--- src/rtl/exe_stage_pipe.sv ---
// Registered ARM-subset execute stage: Val2, ALU, branch target and EXE/MEM output register.
// Define EXE_MUL_EN to include the iterative MUL/MLA multiplier; otherwise MUL/MLA return 0 in one cycle.
module exe_stage_pipe #(
   parameter int unsigned DATA_W   = 32,
   parameter int unsigned MUL_BITS = 4
) (
   input  logic              clk,
   input  logic              rst,
   input  logic              in_valid,
   output logic              in_ready,
   input  logic              flush,
   input  logic [DATA_W-1:0] PC,
   input  logic              MEM_R_EN,
   input  logic              MEM_W_EN,
   input  logic              WB_EN,
   input  logic              B,
   input  logic              S,
   input  logic              I,
   input  logic [3:0]        EXE_CMD,
   input  logic [3:0]        Dest,
   input  logic [DATA_W-1:0] Val_RN,
   input  logic [DATA_W-1:0] Val_RM,
   input  logic [DATA_W-1:0] Val_RS,
   input  logic [11:0]       imm,
   input  logic [11:0]       shift_operand,
   input  logic [23:0]       signed_immed_24,
   input  logic [3:0]        status,
   output logic              out_valid,
   input  logic              out_ready,
   output logic [DATA_W-1:0] ALU_result,
   output logic [DATA_W-1:0] Val_RM_out,
   output logic [DATA_W-1:0] BranchAddr,
   output logic [3:0]        Dest_out,
   output logic              WB_EN_out,
   output logic              MEM_R_EN_out,
   output logic              MEM_W_EN_out,
   output logic              B_out,
   output logic [3:0]        status_out,
   output logic              status_we
);
   localparam int unsigned MSB   = DATA_W - 1;
   localparam int unsigned SUM_W = DATA_W + 1;

   localparam logic [3:0] CMD_MOV = 4'b0001;
   localparam logic [3:0] CMD_MVN = 4'b1001;
   localparam logic [3:0] CMD_ADD = 4'b0010;
   localparam logic [3:0] CMD_ADC = 4'b0011;
   localparam logic [3:0] CMD_SUB = 4'b0100;
   localparam logic [3:0] CMD_SBC = 4'b0101;
   localparam logic [3:0] CMD_AND = 4'b0110;
   localparam logic [3:0] CMD_ORR = 4'b0111;
   localparam logic [3:0] CMD_EOR = 4'b1000;
   localparam logic [3:0] CMD_MUL = 4'b1010;
   localparam logic [3:0] CMD_MLA = 4'b1011;

   logic [2*DATA_W-1:0] w_imm_dbl, w_rm_dbl;
   logic [DATA_W-1:0]   w_shifted, w_val2, w_b, w_res, w_br, w_sext;
   logic [DATA_W:0]     w_sum;
   logic                w_cin, w_arith, w_c, w_v;
   logic [3:0]          w_flags;
   logic                w_idle, w_xfer, w_load_single, w_mul_done;

   logic              r_valid, r_wb, r_mr, r_mw, r_b, r_s;
   logic [DATA_W-1:0] r_alu, r_rm_out, r_br;
   logic [3:0]        r_dest, r_status;

   // Operand 2: rotated immediate, memory offset or shifted Rm.
   always_comb begin
      w_imm_dbl = {2{DATA_W'(imm[7:0])}} >> {imm[11:8], 1'b0};
      w_rm_dbl  = {Val_RM, Val_RM} >> shift_operand[11:7];
      case (shift_operand[6:5])
         2'b00:   w_shifted = Val_RM << shift_operand[11:7];
         2'b01:   w_shifted = Val_RM >> shift_operand[11:7];
         2'b10:   w_shifted = $unsigned($signed(Val_RM) >>> shift_operand[11:7]);
         default: w_shifted = w_rm_dbl[DATA_W-1:0];
      endcase
      if (I)                        w_val2 = w_imm_dbl[DATA_W-1:0];
      else if (MEM_R_EN | MEM_W_EN) w_val2 = DATA_W'(imm);
      else                          w_val2 = w_shifted;
   end

   // ALU; subtraction is Rn + ~Val2 + cin so carry is the ARM not-borrow.
   always_comb begin
      w_b     = w_val2;
      w_cin   = 1'b0;
      w_arith = 1'b0;
      case (EXE_CMD)
         CMD_ADD: w_arith = 1'b1;
         CMD_ADC: begin w_arith = 1'b1; w_cin = status[1]; end
         CMD_SUB: begin w_arith = 1'b1; w_b = ~w_val2; w_cin = 1'b1; end
         CMD_SBC: begin w_arith = 1'b1; w_b = ~w_val2; w_cin = status[1]; end
         default: ;
      endcase
      w_sum = {1'b0, Val_RN} + {1'b0, w_b} + SUM_W'(w_cin);
      case (EXE_CMD)
         CMD_MOV: w_res = w_val2;
         CMD_MVN: w_res = ~w_val2;
         CMD_ADD, CMD_ADC, CMD_SUB, CMD_SBC: w_res = w_sum[DATA_W-1:0];
         CMD_AND: w_res = Val_RN & w_val2;
         CMD_ORR: w_res = Val_RN | w_val2;
         CMD_EOR: w_res = Val_RN ^ w_val2;
         default: w_res = '0;
      endcase
      w_c = w_arith ? w_sum[DATA_W] : status[1];
      w_v = w_arith ? ((Val_RN[MSB] == w_b[MSB]) && (w_sum[MSB] != Val_RN[MSB])) : status[0];
      w_flags = {w_res[MSB], w_res == '0, w_c, w_v};
`ifndef EXE_MUL_EN
      if (EXE_CMD == CMD_MUL || EXE_CMD == CMD_MLA) w_flags = status;
`endif
   end

   assign w_sext = {{(DATA_W-24){signed_immed_24[23]}}, signed_immed_24};
   assign w_br   = PC + (w_sext << 2);

   assign in_ready = ~rst & w_idle & (~r_valid | out_ready) & ~flush;
   assign w_xfer   = in_valid & in_ready;

`ifdef EXE_MUL_EN
   localparam int unsigned STEPS = DATA_W / MUL_BITS;
   localparam int unsigned CNT_W = (STEPS > 1) ? $clog2(STEPS) : 1;
   localparam logic [CNT_W-1:0] LAST = CNT_W'(STEPS - 1);

   typedef enum logic {ST_IDLE = 1'b0, ST_MUL = 1'b1} state_t;
   state_t r_state, w_state_nxt;

   logic [DATA_W-1:0]   r_mrm, r_mrs, r_mrn, r_acc;
   logic [CNT_W-1:0]    r_cnt;
   logic                r_mla;
   logic [1:0]          r_cv;
   logic [MUL_BITS-1:0] w_digit;
   logic [DATA_W-1:0]   w_term, w_acc_next, w_mul_res;
   logic                w_is_mul, w_mul_start;

   assign w_is_mul      = (EXE_CMD == CMD_MUL) || (EXE_CMD == CMD_MLA);
   assign w_mul_start   = w_xfer & w_is_mul;
   assign w_load_single = w_xfer & ~w_is_mul;
   assign w_idle        = (r_state == ST_IDLE);

   always_ff @(posedge clk) begin
      if (rst) r_state <= ST_IDLE;
      else     r_state <= w_state_nxt;
   end

   always_comb begin
      w_state_nxt = r_state;
      w_mul_done  = 1'b0;
      case (r_state)
         ST_IDLE: if (w_mul_start) w_state_nxt = ST_MUL;
         ST_MUL: begin
            if (flush) w_state_nxt = ST_IDLE;
            else if (r_cnt == LAST) begin
               w_state_nxt = ST_IDLE;
               w_mul_done  = 1'b1;
            end
         end
         default: w_state_nxt = ST_IDLE;
      endcase
   end

   // One Rs digit per cycle, weighted by its position.
   always_comb begin
      w_digit    = MUL_BITS'(r_mrs >> (32'(r_cnt) * MUL_BITS));
      w_term     = (r_mrm * DATA_W'(w_digit)) << (32'(r_cnt) * MUL_BITS);
      w_acc_next = r_acc + w_term;
      w_mul_res  = w_acc_next + (r_mla ? r_mrn : '0);
   end

   always_ff @(posedge clk) begin
      if (rst) begin
         r_mrm <= '0; r_mrs <= '0; r_mrn <= '0; r_acc <= '0;
         r_cnt <= '0; r_mla <= 1'b0; r_cv <= 2'b00;
      end else if (flush) begin
         r_acc <= '0;
         r_cnt <= '0;
      end else if (w_mul_start) begin
         r_mrm <= Val_RM;
         r_mrs <= Val_RS;
         r_mrn <= Val_RN;
         r_mla <= (EXE_CMD == CMD_MLA);
         r_cv  <= status[1:0];
         r_acc <= '0;
         r_cnt <= '0;
      end else if (r_state == ST_MUL) begin
         r_acc <= w_acc_next;
         r_cnt <= (r_cnt == LAST) ? '0 : r_cnt + CNT_W'(1);
      end
   end
`else
   logic w_unused_rs;
   assign w_unused_rs   = ^Val_RS;
   assign w_idle        = 1'b1;
   assign w_mul_done    = 1'b0;
   assign w_load_single = w_xfer;
`endif

   logic w_unused_shop;
   assign w_unused_shop = ^shift_operand[4:0];

   // EXE/MEM output register; sideband fields are captured at transfer.
   always_ff @(posedge clk) begin
      if (rst) begin
         r_valid <= 1'b0; r_alu <= '0; r_rm_out <= '0; r_br <= '0; r_dest <= '0;
         r_wb <= 1'b0; r_mr <= 1'b0; r_mw <= 1'b0; r_b <= 1'b0; r_s <= 1'b0;
         r_status <= '0;
      end else begin
         if (flush)                              r_valid <= 1'b0;
         else if (w_load_single || w_mul_done)   r_valid <= 1'b1;
         else if (out_ready)                     r_valid <= 1'b0;
         if (w_xfer) begin
            r_rm_out <= Val_RM;
            r_br     <= w_br;
            r_dest   <= Dest;
            r_wb     <= WB_EN;
            r_mr     <= MEM_R_EN;
            r_mw     <= MEM_W_EN;
            r_b      <= B;
            r_s      <= S;
         end
         if (w_load_single) begin
            r_alu    <= w_res;
            r_status <= w_flags;
         end
`ifdef EXE_MUL_EN
         if (w_mul_done) begin
            r_alu    <= w_mul_res;
            r_status <= {w_mul_res[MSB], w_mul_res == '0, r_cv};
         end
`endif
      end
   end

   assign out_valid    = r_valid;
   assign ALU_result   = r_alu;
   assign Val_RM_out   = r_rm_out;
   assign BranchAddr   = r_br;
   assign Dest_out     = r_dest;
   assign WB_EN_out    = r_wb;
   assign MEM_R_EN_out = r_mr;
   assign MEM_W_EN_out = r_mw;
   assign B_out        = r_b;
   assign status_out   = r_status;
   assign status_we    = r_s & r_valid;
endmodule

--- config.mk ---
export PLATFORM = sky130hd
export DESIGN_NAME = exe_stage_pipe
export DESIGN_NICKNAME = d
export VERILOG_FILES = /design/src/rtl/exe_stage_pipe.sv
export SDC_FILE = /design/constraint.sdc
export NUM_CORES = 1
export LEC_CHECK = 0
export ABC_CLOCK_PERIOD_IN_PS = 9000
export BUFFER_PORTS_ARGS = -buffer_cell sky130_fd_sc_hd__buf_2
export CAP_MARGIN = 25
export CELL_PAD_IN_SITES_DETAIL_PLACEMENT = 2
export CELL_PAD_IN_SITES_GLOBAL_PLACEMENT = 2
export CORE_UTILIZATION = 30
export DETAILED_ROUTE_END_ITERATION = 6
export MAX_ROUTING_LAYER = met4
export PLACE_DENSITY = 0.76
export REMOVE_ABC_BUFFERS = 1
export SLEW_MARGIN = 20
export SYNTH_ARGS = -nofsm -noshare
export SYNTH_HDL_FRONTEND = slang
export SYNTH_SLANG_ARGS = --single-unit
--- constraint.sdc ---
create_clock -name clk -period 9 [get_ports clk]
set_input_delay 1.35 -clock clk [delete_from_list [all_inputs] [get_ports clk]]
set_output_delay 1.35 -clock clk [all_outputs]
set_load 0.01 [all_outputs]
==> results of run 1 <==
per-layer routing:
layer  global-route usage (%)  vias up  wire length (microns)
met4                     8.33        0                   1840
li1                         -     7894                      -
met1                     35.2     8675                  32200
met3                     2.91       94                   2630
met2                     50.5      415                  37100
met5                        -        -                      0
how the worst max path moves through the flow:
stage                     slack, ns            end              from
final                          0.94  status_out[2]  shift_operand[8]
after global routing           0.51  status_out[2]  shift_operand[7]
after CTS                      0.97  status_out[2]  shift_operand[7]
after detailed placement       0.62  status_out[2]  shift_operand[7]
after global placement         0.80  status_out[2]  shift_operand[7]
after floorplan                0.46  status_out[2]        EXE_CMD[1]
cell usage in the layout, fill, tap and decap left out, types with 10 or more instances in the layout:
cell type | Yosys | layout
a22oi_1 | 23 | 23
buf_2 | 14 | 270
o31ai_1 | 12 | 11
a31oi_1 | 24 | 24
nand3_1 | 37 | 37
a311oi_1 | 17 | 17
inv_1 | 94 | 93
xor2_1 | 36 | 36
a211oi_1 | 50 | 50
mux2_2 | 42 | 42
or2_2 | 13 | 13
nand4_1 | 19 | 19
nor2b_1 | 17 | 17
o22ai_1 | 15 | 15
o211ai_1 | 21 | 21
nor3_1 | 43 | 43
nand3b_1 | 10 | 10
a221oi_1 | 18 | 18
xnor2_1 | 61 | 61
o21a_1 | 17 | 17
a21oi_1 | 187 | 187
nor2_1 | 174 | 174
nand2b_1 | 24 | 24
nand2_1 | 267 | 266
and3_1 | 18 | 18
nor4_1 | 11 | 11
buf_4 | 2 | 58
and2_1 | 15 | 14
or3_1 | 11 | 11
a21o_1 | 34 | 34
ha_1 | 128 | 128
mux2i_1 | 55 | 55
o21ai_0 | 106 | 106
mux4_2 | 48 | 48
dfxtp_1 | 110 | 110
area by class of cell:
| cell class | count | area, sq um |
|---|---|---|
| Clock buffer | 10 | 229 |
| Clock inverter | 6 | 80.1 |
| Fill cell | 5967 | 32600 |
| Inverter | 97 | 364 |
| Multi-Input combinational cell | 1686 | 12200 |
| Sequential cell | 110 | 2200 |
| Tap cell | 672 | 841 |
| Timing Repair Buffer | 330 | 1830 |
state kept, by name, summed over array words and instances, names as in the netlist:
register and count:
Val_RM_out 32, B_out 1, MEM_W_EN_out 1, out_valid 1, MEM_R_EN_out 1, r_s 1, status_out 4, Dest_out 4
BranchAddr 32, ALU_result 32, WB_EN_out 1
through the flow:
stage | cells | area, sq um | total power [mW]
after global placement | 2895 | 17400 | 1.52
after detailed placement | 2895 | 17400 | 1.56
after global routing | 2911 | 17700 | 2.16
after floorplan | 1893 | 14700 | 1.15
after CTS | 2911 | 17700 | 2.05
final | 2911 | 17700 | 2.04
power by group:
part	internal, mW	switching, mW	total, mW
combinational	0.394	0.655	1.05
sequential	0.508	0.0105	0.519
clock	0.222	0.250	0.473
cell families after synthesis:
group	share of synthesized area, %
and+or+nand+nor	20.4
adders and majority gates	10.8
muxes	15.2
buffers and inverters	6.67
xor gates and xnor gates	5.53
DFF	14.3
AOI/OAI and AO/OA	26.9
tightest hold or removal path, cell delays in order, from the launching register on:
cell	delay (ns)
dfxtp_1	0.31
nand2_1	0.05
a21oi_1	0.05
==> metrics list, run 1 <==
- Number of gates resized after CTS: 0
* Num rows: 82
- Worst-path maximum fanout: 34
- STA puts the critical path data required time at 9.33 ns.
- Post-Synthesis Cell Area: 15400 sq um
* Syn avg cell area: 7.51 sq um
- The number of global-route vias before repair came to 18400.
* Number of maximum-capacitance constraint violations: 0
- Dpl hpwl: 57.6 mm
- Outcome: completed
- GRT Residual Overflow: 0
* Initial DRT Pass Iterations: 5
- Dividing total power by cell area gives a power density of 115 nW/um^2.
- The first global-routing pass estimated 114 mm of wire.
* Top post-synthesis cells by area: dfxtp_1 14%, ha_1 10%, mux4_2 7.0%
* Synth async-reset ratio: 0%
* Sequential share of the synthesized area: 14.3%
- Fraction of the core area covered by cells at the end of the flow: 35.2%
- In this run the worst hold path is classified as flip-flop to flip-flop.
- Die Span X: 228 microns
- For this run, the top clock speed supported by timing is 124 MHz.
- Final worst clock skew: 0.0112 ns
- Number of antenna violations at the first check in global routing: 0
- Sinks on Clock Net: 110
- Rel. slew slack: 26.4%
* Final critical delay including setup and external delays: 8.06 ns
- Category of the most critical setup path: input pin to flip-flop
- After detailed routing, the number of vias per cell comes to 5.87.
- Hold Path Origin: BranchAddr[23]
- The most used flip-flop cell after synthesis is dfxtp_1.
- The number of hold violations in the final report was 0.
- Adding up every negative setup slack in the final design gives 0 ns.
- After synthesis the netlist holds a flip-flop and latch count of 110.
- Setup slack closes at 0.943 ns.
* Gpl congestion: 0.980
- CTS clk-pin slew, worst paths: 0.09 ns
- The largest individual stage delay along the critical path comes from the cell or4b_2.
* Instance count on the critical path: 25
* Starting Density: 30.5%
* Tcrit/Tclk final: 89.5%
- DR iter-0 viols: 974
* Pre-CTS setup slack: 0.625 ns
- In this run the static leakage power is 7.72 nW.
- The clock tree synthesis step divided the H-tree into 3 levels.
* CTS tree: yes
* TritonCTS buffer count: 9
* Worst hold slack: 0.454 ns
- The final route contains 17100 vias.
- Launching element type of the critical path: input pin
- Along the worst hold path, the cell count comes to 2.
* Count of final max-slew check failures: 0
- The die is 228 microns tall.
- In this run the biggest area consumer among cell types represents 14.3% of the synthesized area.
- In this run the standard cell core region covers 50300 sq um.
- The worst setup path is captured at a flip-flop.
- CTS root buffer: clkbuf_16
- Cell type with the largest total area after synthesis: dfxtp_1
* Layout cell share with drive strength beyond 1: 21.3%
- FF-to-FF End: status_out[2]
- The count of nets left with antenna violations once routing finished came out at 0.
- Die Area: 52100 sq um
- Setup bufs post-CTS: 0
* Most used standard cell by instance count after synthesis: nand2_1
- Top cell family by delay on the critical path: simple AND/OR/NAND/NOR gates
- Setup repair after global routing missed its margin: false
- Number of buffers inserted by port buffering: 272
- The largest single stage delay on the critical path is 0.74 ns.
- Wirelength, routed: 73.7 mm
* End of the worst hold path: BranchAddr[23]
* Area Growth Syn to Fin: 15.4%
* Warnings, synthesis: 0
* Leading cell types by count after synthesis: 267 x nand2_1, 187 x a21oi_1, 174 x nor2_1, 128 x ha_1, 110 x dfxtp_1
- Entering global routing, the biggest net connects 84 pins.
* Worst Reg-to-Reg Cells: 12
- Setup violations remaining at the end of the flow were counted as 0.
- Latest clock arrival within the worst-skew pair: 0.41 ns
- Global routing used 29.0% of the available tracks.
- Synthesis handed over a netlist of 2044 instances.
- Max rail drop VDD: 80.0 uV
- The synthesized design contains 0 enable-type register cells.
- The final layout contains 2564 nets.
- Routed WL per cell: 25.3 microns
- WP data arrival: 8.39 ns
* Number of diodes: 0
- In the routed design, unresolved DRC markers number 0.
- In this run the critical register-to-register path is launched from out_valid.
- Across all register-to-register paths, the minimum setup slack is 4.43 ns.
- Crit path buffers/inverters: 5
* Number of distinct standard cells referenced by the synthesized netlist: 95
* Actual slew at the worst max-slew pin: 1.09 ns
- 310 I/O pins were placed.
- Hold buffer count at CTS: 0
- The longest clock path from root to sink contains 2 buffers.
(Power assumes the default switching activity.)
==> run 2, diff against run 1 <==
Settings changed: CAP_MARGIN 25 to 20, REMOVE_ABC_BUFFERS 1 to default.
==> metrics list, run 2 (synthesis results as in run 1) <==
- The floorplan has 82 rows.
- The final layout contains 2553 nets.
- First-pass GRT wire length: 115 mm
- Critical path endpoint category: flip-flop
- CTS tree: yes
- Global-route usage over all layers: 29.2%
- Of all nets on the critical path, the largest fanout is 24.
- Number of buffers inserted by port buffering: 272
* # placed instances: 2884
- Initial DRT Pass Iterations: 5
- In the layout the commonest cells are 270 x buf_2, 266 x nand2_1, 187 x a21oi_1.
* Net count of the mapped netlist: 2374
* Category of the most critical setup path: input pin to flip-flop
* Total power per unit cell area: 113 nW/um^2
- Die Span X: 228 microns
- Rel. slew slack: 19.5%
- Max-cap violations in this run came to 0.
- Launching element type of the critical path: input pin
- Achievable clock frequency: 124 MHz
* Post-route DRC violation count: 0
* Tcrit/Tclk final: 89.3%
- Count of final max-slew check failures: 0
- The analysis attributes to cell leakage a power of 7.65 nW.
- Actual slew at the worst max-slew pin: 1.20 ns
- Fraction of the core area covered by cells at the end of the flow: 35.0%
- Number of antenna violations at the first check in global routing: 2
* Worst Path Required: 9.28 ns
- Final Hold Violating Endpoints: 0
- Leaving out fill and tap cells, the most frequent cell in the layout is buf_2.
- The die covers 52100 sq um.
* Outcome: completed
* Total cell area at the placement stage: 17300 sq um
- The floorplan step defined a core boundary enclosing 50300 sq um.
- Setup violations remaining at the end of the flow were counted as 0.
* Number of global-route vias before repair: 18300
- Drt via density: 5.99
- Hold timing on the final database bottoms out at a slack of 0.455 ns.
- Final critical delay including setup and external delays: 8.04 ns
- Maximum level of the CTS H-tree: 3
* Final worst clock skew: 0.00382 ns
* DR iter-0 viols: 1193
- Post-CTS timing repair inserted 0 buffers for setup.
- Routed WL per cell: 26.2 microns
* Area Growth Syn to Fin: 14.7%
- Counting along the longest clock path gives a buffer depth of 2.
* Wirelength, routed: 76.0 mm
* Setup repair after global routing missed its margin: false
- Die extent in y: 228 microns
- GRT Residual Overflow: 0
- Cell area after layout: 17600 sq um
- Max rail drop VDD: 75.3 uV
* Vias: 17400
* Setup TNS: 0 ns
* Top-level port count: 310
* Maximum number of pins on one net before global-route repair: 87
- The count of cells in the finished layout, fillers not included, comes to 2902.
- Gates resized during post-CTS repair numbered 0.
- WP data arrival: 8.32 ns
- Post-detailed-route count of antenna-violating nets: 0
- Latest clock arrival within the worst-skew pair: 0.37 ns
- Dpl hpwl: 59.5 mm
- TritonCTS created 9 clock buffers.
- For this design, the sink count on the clock tree is 110.
- Gpl congestion: 0.958
- Hold buffer count at CTS: 0
* CTS clk-pin slew, worst paths: 0.07 ns
* Layout cell share with drive strength beyond 1: 20.9%
* Starting Density: 30.5%
- The worst hold path belongs to the class flip-flop to flip-flop.
- CTS root buffer: clkbuf_16
==> run 2: cell count changes in the layout (fill, tap and decap cells not counted), sizes merged <==
cell	change
diode	+2
clkinv	-2
clkbuf	+2
buf	-11
==> run 2: through the flow <==
stage / setup slack, ns / power [mW]
after detailed placement: 0.729 / 1.57
after CTS: 1.09 / 1.99
after global placement: 0.967 / 1.53
after global routing: 0.575 / 2.10
after floorplan: 2.20 / 1.20
final: 0.960 / 2.00
==> run 2: worst paths after layout <==
| check | start | end | slack, ns | cells after the start |
|---|---|---|---|---|
| max | shift_operand[7] | status_out[2] | 0.96 | 22 |
| min | BranchAddr[12] | BranchAddr[12] | 0.45 | 2 |
| max reg2reg | out_valid | status_out[2] | 5.16 | 12 |
| min reg2reg | BranchAddr[12] | BranchAddr[12] | 0.45 | 2 |
==> run 2: cell type report <==
cell class                      instances  area, sq um
Multi-Input combinational cell       1686        12200
Clock buffer                           12          236
Fill cell                            5946        32700
Tap cell                              672          841
Timing Repair Buffer                  319         1740
Inverter                               97          364
Clock inverter                          4         55.1
Antenna cell                            2         5.00
Sequential cell                       110         2200
==> run 2: worst max-delay path, stage by stage <==
cell and delay, ns:
buf_4 0.30, mux2i_1 0.36, mux2_2 0.40, o21ai_0 0.30, a21oi_1 0.18, a2111oi_0 0.36, o21ai_0 0.29, a21oi_1 0.60
xor2_1 0.20, ha_1 0.40, a21oi_1 0.24, o22ai_1 0.13, or2_2 0.36, o21ai_0 0.48, a31oi_1 0.33, a21boi_0 0.48
a21oi_1 0.23, mux2_2 0.31, a21oi_1 0.19, nand4_1 0.09, or4_1 0.51, o32ai_2 0.20
==> run 2: metal layers <==
metal  routed length [microns]  share of wire, %  up-vias  track usage [%]
met5                         0                 0        -                -
met4                      3220               4.2        0             11.5
met3                      3260               4.3      140             2.95
met2                     37800                50      506             50.2
met1                     31700                42     8867             35.0
li1                          -                 -     7862                -
==> run 2: report_power, final <==
part	switching, mW	internal, mW
sequential	0.0116	0.508
combinational	0.669	0.389
clock	0.199	0.219
